--- config.mk ---
export PLATFORM = sky130hd
export DESIGN_NAME = data_bus_arbiter
export DESIGN_NICKNAME = d
export VERILOG_FILES = /design/src/rtl/data_bus_arbiter.sv
export SDC_FILE = /design/constraint.sdc
export NUM_CORES = 1
export LEC_CHECK = 0
export CAP_MARGIN = 20
export CORE_AREA = 2 2 112 114
export CTS_CLUSTER_SIZE = 25
export DETAILED_ROUTE_END_ITERATION = 8
export DIE_AREA = 0 0 114 116
export HOLD_SLACK_MARGIN = 0.12
export PLACE_DENSITY = 0.69
export SYNTH_ARGS = -nofsm -noshare
export SYNTH_HDL_FRONTEND = slang
export SYNTH_SLANG_ARGS = --single-unit
--- constraint.sdc ---
create_clock -name clk -period 1.7 [get_ports clk]
set_clock_uncertainty 0.1 [all_clocks]
set_input_delay 0.17 -clock clk [delete_from_list [all_inputs] [get_ports clk]]
set_output_delay 0.17 -clock clk [all_outputs]
set_load 0.02 [all_outputs]
--- src/rtl/data_bus_arbiter.sv ---
// -----------------------------------------------------------------------------
// data_bus_arbiter
//
// Two-port arbiter in front of a single-ported synchronous memory. Port 0 is
// the CPU data port, port 1 the loader/debug port. In IDLE, one requester is
// granted combinationally and its access is driven onto the memory bus in the
// same cycle. Writes complete in the grant cycle. Reads take one extra cycle
// (RD_WAIT), in which the memory read data is returned to the granted port.
// A rotating priority pointer (prio) breaks ties. A port that holds reqLock
// keeps priority after its grant.
//
// Ports
//   clk            single clock, rising edge
//   rst            asynchronous, active-low reset
//   reqValid[1:0]  per-port request
//   reqWrite[1:0]  per-port request type (1 = write, 0 = read)
//   reqLock[1:0]   per-port lock (keep priority after grant)
//   reqAddr0/1     per-port address
//   reqData0/1     per-port write data
//   reqGnt[1:0]    per-port grant; the request is accepted while high
//   rspValid[1:0]  per-port read-data-valid pulse
//   rspData        shared read data, qualified by rspValid
//   memEn          memory access strobe
//   memWrEnable    memory write strobe
//   memAddr        memory address
//   memWrData      memory write data
//   memRdData      memory read data, valid one cycle after a read strobe
//   conflictCount  saturating count of IDLE cycles with both ports requesting
// -----------------------------------------------------------------------------
module data_bus_arbiter #(
    parameter int ADDR_W = 32,
    parameter int DATA_W = 32,
    parameter int CNT_W  = 16
) (
    input  logic              clk,
    input  logic              rst,
    input  logic [1:0]        reqValid,
    input  logic [1:0]        reqWrite,
    input  logic [1:0]        reqLock,
    input  logic [ADDR_W-1:0] reqAddr0,
    input  logic [ADDR_W-1:0] reqAddr1,
    input  logic [DATA_W-1:0] reqData0,
    input  logic [DATA_W-1:0] reqData1,
    output logic [1:0]        reqGnt,
    output logic [1:0]        rspValid,
    output logic [DATA_W-1:0] rspData,
    output logic              memEn,
    output logic              memWrEnable,
    output logic [ADDR_W-1:0] memAddr,
    output logic [DATA_W-1:0] memWrData,
    input  logic [DATA_W-1:0] memRdData,
    output logic [CNT_W-1:0]  conflictCount
);

    typedef enum logic {
        IDLE    = 1'b0,
        RD_WAIT = 1'b1
    } state_t;

    state_t state;
    logic   prio;         // port that wins when both request
    logic   rdPort;       // port that owns the outstanding read
    logic   winner;
    logic   grantActive;

    // Winner selection, grant and memory-bus drive. The grant is gated by rst
    // so that nothing is granted while reset is held, even in IDLE.
    always_comb begin
        // NOTE: every signal written here gets a default before any condition,
        // so no path leaves it unassigned and no latch is inferred.
        winner      = prio;
        grantActive = rst && (state == IDLE) && (reqValid != 2'b00);
        reqGnt      = 2'b00;
        memEn       = 1'b0;
        memWrEnable = 1'b0;
        rspValid    = 2'b00;
        rspData     = '0;

        if (reqValid == 2'b01) begin
            winner = 1'b0;
        end else if (reqValid == 2'b10) begin
            winner = 1'b1;
        end

        // Address and data follow the winner unconditionally; they only
        // matter while memEn is high.
        memAddr   = winner ? reqAddr1 : reqAddr0;
        memWrData = winner ? reqData1 : reqData0;

        if (grantActive) begin
            reqGnt[winner] = 1'b1;
            memEn          = 1'b1;
            memWrEnable    = reqWrite[winner];
        end

        if (state == RD_WAIT) begin
            rspValid[rdPort] = 1'b1;
            rspData          = memRdData;
        end
    end

    // State, priority pointer and conflict counter.
    always_ff @(posedge clk or negedge rst) begin
        if (!rst) begin
            state         <= IDLE;
            prio          <= 1'b0;
            rdPort        <= 1'b0;
            conflictCount <= '0;
        end else begin
            // NOTE: sequential state uses non-blocking assignments so every
            // register samples the pre-edge values of the others.
            case (state)
                IDLE: begin
                    if (grantActive) begin
                        // A locked grant keeps priority; otherwise it rotates.
                        prio <= reqLock[winner] ? winner : ~winner;
                        if (!reqWrite[winner]) begin
                            state  <= RD_WAIT;
                            rdPort <= winner;
                        end
                    end
                    if ((reqValid == 2'b11) && (conflictCount != {CNT_W{1'b1}})) begin
                        conflictCount <= conflictCount + 1'b1;
                    end
                end
                RD_WAIT: begin
                    state <= IDLE;
                end
            endcase
        end
    end

endmodule

# == Word-level counts from Yosys, hierarchy flattened ==
# Index checks and enable logic that the tools add are counted.
# totals
ff_bits,19
in_bits,168
out_inout_bits,118
wordCells,46
# op_classes
addsub,1
n_lt_le_gt_ge,4
eq_ne,4
muxes,21
bitwise,3
n_reduce_logical,9
# op_table
op,n
2-to-1 mux 32 bit,3
"adder 16 x 1 -> 16 bit, second input constant",1
"inequality test 16 bit, second input constant",1
2-to-1 mux 1 bit,13
logical AND 1 bit,5
"== test 2 bit, second input constant",2
"< comparator 1 x 2 -> 1 bit, second input constant",2
2-to-1 mux 2 bit,2
AND reduction 2 bit,2
NOT 1 bit,3
AND reduction 3 bit,1
demux 1 bit (select 1 bit),2
"== test 2 x 1 -> 1 bit, second input constant",1
"greater-or-equal comparator 1 bit, second input constant",2
case mux 1 bit (2 select lines),1
nonzero test 2 bit,1

# == Longest topological paths before layout ==
# depth
depth_word,8
mapped_depth,5
mapped_depth_nobuf,5

# == Least setup slack after synthesis ==
# No wires, ideal clock.
# synth_timing
kind,register -> register
from,register conflictCount[0]
to,register conflictCount[1]
setup_time_ps,125
t_arrival_ps,1672
t_required_ps,1475
path_slack_ps,-197
stages_incl_launch_ff,6
n_path_buf,0
synth_period_minus_slack_ps,1897
path_cell_list,dfrtp_1 ha_1 nand3_1 nor4_4 a21oi_2 mux2_4
# synth_between
elab_chain_cells,3
elab_cells_between_ends,4
classes_between,1 x add/sub; 1 x eq/ne; 2 x reduce/logical
# synth_lines
element,line_no,text
"start, declared",52,output logic [CNT_W-1:0] conflictCount
"start signal, assigned",123,conflictCount <= conflictCount + 1'b1;
branches (longest 3 deep; another with adder 16 x 1 -> 16 bit),n/a,
# Parallel ways; which one is timed is not known.
# A chain may end at the register's enable or synchronous reset.

# == Worst setup path in the final report ==
# layout_timing
from,register prio
to,output port memWrData[15]
# layout_between
elab_chain_cells,3
# layout_lines
element,line_no,text
"start, declared",61,logic prio;
"start signal, assigned",116,prio <= reqLock[winner] ? winner : ~winner;
2-to-1 mux 1 bit,81,end else if (reqValid == 2'b10) begin
2-to-1 mux 1 bit,79,if (reqValid == 2'b01) begin
2-to-1 mux 32 bit,88,memWrData = winner ? reqData1 : reqData0;
"end, declared",50,"output logic [DATA_W-1:0] memWrData,"
# Every way passes these cells.

==> flow_summary_export.csv <==
group,metric,value,unit
run_status,status,"complete, but fails checks",
run_status,violations,"negative setup slack",
routing,drt_iter0_drc,59,
synthesis,ys_top_cells_by_area,"dfrtp_1 22%, mux2_4 20%, mux2_2 19%",
routing,drc_errors,0,
cts,cts_tree,"built",
layout,fillCellCount,1140,
routing,ant_nets,0,
synthesis,synth_area_per_cell,10.4,µm²
power,power_frac_comb,71.6,%
routing,firstDrtPassIters,4,
synthesis,seq_area_frac_synth,22.2,%
cts,clock_latency,0.25,ns
floorplan,core.rowCount,40,
floorplan,initial_core_util,18.0,%
power,cellPowerDensity,741,nW/µm²
sta,hold_viol,0,
placed_design,placedInstanceArea,5380,µm²
cts,clock_tree.buffer_depth,2,
cts,clock-sinks,19,
sta,drv_slew,0,
synthesis,async_flop_share,100,%
sta,tightest_slew,0.366,ns
critical_path,required,1.43,ns
critical_path,worstSetupEndpointType,"output pin",
global_routing,grt_pass1_wl,16400,µm
synthesis,synthCells,205,
layout,antenna_cells,0,
layout,mostFrequentLayoutCell,"clkdlybuf4s50_1",
synthesis,synth_nets,374,
floorplan,chipWidth,114,µm
cts,clkSlewWorstSetupHoldPaths,0.06,ns
placed_design,dp_hpwl,9530,µm
critical_path,reg2reg_to,"state$_DFF_PN0_",
sta,clock.fmax,484,MHz
global_routing,grt_max_degree,34,
global_routing,grt_busiest_layer,"met2",
global_routing,grt_pass1_vias,2994,
sta,maxSlewHeadroom,75.4,%
synthesis,ys.warnings.count,0,
synthesis,ys_ff_latch,19,
cts,cts-buffers-inserted,3,
placed_design,io_buffers,285,
layout,design_area,5510,µm²
sta,fin_ws,-0.366,ns
layout,nets,695,
power,p_seq_share,16.4,%
synthesis,synth_top_area_share,22.2,%
routing,vias,2851,
power,power.leakage,0.00249,µW
critical_path,worst-path-max-fanout,7,
layout,layout-drive-gt1-share,45.1,%
floorplan,dieArea,13200,µm²
synthesis,synthFlopType,"dfrtp_1",
cts,htreeDepth,1,
floorplan,coreArea,11900,µm²
critical_path,ff2ff_path_depth,6,
routing,wl,11600,µm
critical_path,r2r_start,"prio$_DFFE_PN0P_",
sta,period_minus_slack,2.07,ns
sta,rsz0062_at_grt,"true",
routing,viasPerCell,4.24,
floorplan,io_pins,286,
synthesis,synthDistinctLibCells,39,
sta,holdWs,0.252,ns
global_routing,globalRouteMet3Util,2.82,%
critical_path,crit_path_cell_trace,"maj3_4, bufbuf_16, mux2_4, buf_4",
power,internal_power,2550,µW
synthesis,synth_edf_count,0,
sta,setup_violations,67,
layout,final_cell_mix,"181 x clkdlybuf4s50_1, 39 x buf_6, 37 x buf_4, 36 x mux2_2, 35 x and2_1",
routing,wire_per_inst,17.3,µm
synthesis,synth_area,2140,µm²
power,swShare,37.6,%
power,ir_worst_vdd,0.000798,V
critical_path,worstSetupStartpointType,"flop",
power,clkPwrFrac,12.0,%
cts,cts_root_buffer,"clkbuf_16",
power,power_switching,1540,µW
critical_path,crit_type,"reg -> out",
layout,area_growth,157,%
global_routing,grtUsageTotal,15.7,%
global_routing,grtUsageMet2,30.5,%
critical_path,slowest_delay,0.41,ns
global_routing,gr-total-overflow,0,
floorplan,die_y,116,µm
flow_run,maxCapViolCount,0,
global_routing,gr-usage-met1,17.4,%
hold_path,hold_path_class,"in -> async",
synthesis,synth_top_cell_by_area,"dfrtp_1",
sta,finalCritPeriodShare,122,%
critical_path,cp.arrival,1.80,ns
global_routing,antenna_found_initial,0,
critical_path,slowest_stage,"maj3_4",
placed_design,gp_congestion,0.823,
critical_path,rrSetupSlack,-0.02,ns
==> state kept, by name, summed over array words and instances (netlist names) <==
name,flops
rdPort,1
prio,1
conflictCount,16
state,1
==> per-layer routing <==
| metal | vias to the layer above | share of wire (%) |
|---|---|---|
| li1 | 1384 | - |
| met3 | 23 | 6.2 |
| met1 | 1317 | 37 |
| met5 | - | 0 |
| met2 | 127 | 54 |
| met4 | 0 | 2.8 |
==> how the worst max path moves through the flow <==
stage / from / to / slack, ns / cells after the start
final: prio$_DFFE_PN0P_ / memWrData[15] / -0.37 / 4
after CTS: prio$_DFFE_PN0P_ / memWrData[9] / -0.37 / 5
after detailed placement: reqValid[0] / memAddr[12] / -0.75 / 6
after global placement: reqValid[0] / memAddr[12] / -0.73 / 6
after global routing: prio$_DFFE_PN0P_ / memWrData[5] / -0.40 / 5
after floorplan: conflictCount[11]$_DFFE_PN0P_ / conflictCount[1]$_DFFE_PN0P_ / -0.01 / 4
==> power groups by stage <==
| stage | sequential (µW) | combinational (µW) | clock (µW) |
|---|---|---|---|
| final | 670 | 2920 | 489 |
| after global routing | 688 | 3100 | 521 |
| after CTS | 649 | 2820 | 496 |
| after detailed placement | 655 | 2700 | 0 |
| after global placement | 655 | 2680 | 0 |
| after floorplan | 795 | 1160 | 0 |
==> critical path, delay by kind of cell, from the launching register on <==
family	cells	cell delay [ns]
fa+ha+maj	1	0.41
buf+inv	2	0.46
flops	1	0.38
mux	1	0.29
==> layout make-up <==
class / count / area (µm²) / area share (%)
clock buffers: 4 / 78.8 / 1.43
well taps: 147 / 184 / 3.34
repair buffers: 326 / 3090 / 56.1
inverters: 5 / 18.8 / 0.340
flip-flops and latches: 19 / 484 / 8.78
multi-input cells: 171 / 1660 / 30.0
==> cells in the mapped netlist (2+ instances only) <==
library cell and number:
inv_1 4, xor2_1 6, buf_2 3, xnor2_1 7, nor4_1 3, nand4_1 6, nand3_1 3, mux2_2 36
dfrtp_1 19, and4_1 3, nor2b_1 3, buf_6 4, and3_1 2, o21ai_0 3, and2_1 36, a21oi_1 5
nand2_1 6, mux2_4 29, clkbuf_1 3, nor2_1 4, a211oi_1 2
==> repair_timing <==
| item | 4_1_cts | 5_1_grt |
|---|---|---|
| endpoints found under the setup margin | 102 | 110 |
| resized for setup | 390 | 90 |
| gates cloned | 3 | 1 |
| setup buffers | 3 | 4 |
| pin swaps | 1 | 4 |
| hold endpoints to repair | 0 | 0 |
| hold buffers | 0 | 0 |
==> kinds of logic (layout without fill, tap and decap cells) <==
kind of cell,after synthesis,in the layout,share of synthesized area (%)
flip-flops,19,19,22.2
XOR/XNOR,13,13,5.32
adder cells (fa/ha/maj),2,2,1.11
AO/OA/AOI/OAI,17,17,5.43
buffers and inverters,15,335,4.20
AND/OR/NAND/NOR,73,73,22.0
multiplexers,66,66,39.7
==> metrics by stage <==
stage | power [µW] | setup WS [ns] | cells | TNS (ns) | util, %
2_1_floorplan | 1960 | -0.0119 | 205 | -0.0119 | -
3_3_place_gp | 3330 | -0.735 | 658 | -49.01 | 45.1
3_5_place_dp | 3360 | -0.746 | 658 | -49.27 | 45.1
4_1_cts | 3960 | -0.369 | 668 | -20.59 | 46.2
5_1_grt | 4310 | -0.405 | 672 | -24.13 | 46.3
6_report | 4080 | -0.366 | 672 | -21.13 | 46.3
Note: power is estimated with default switching activity, not from simulation.
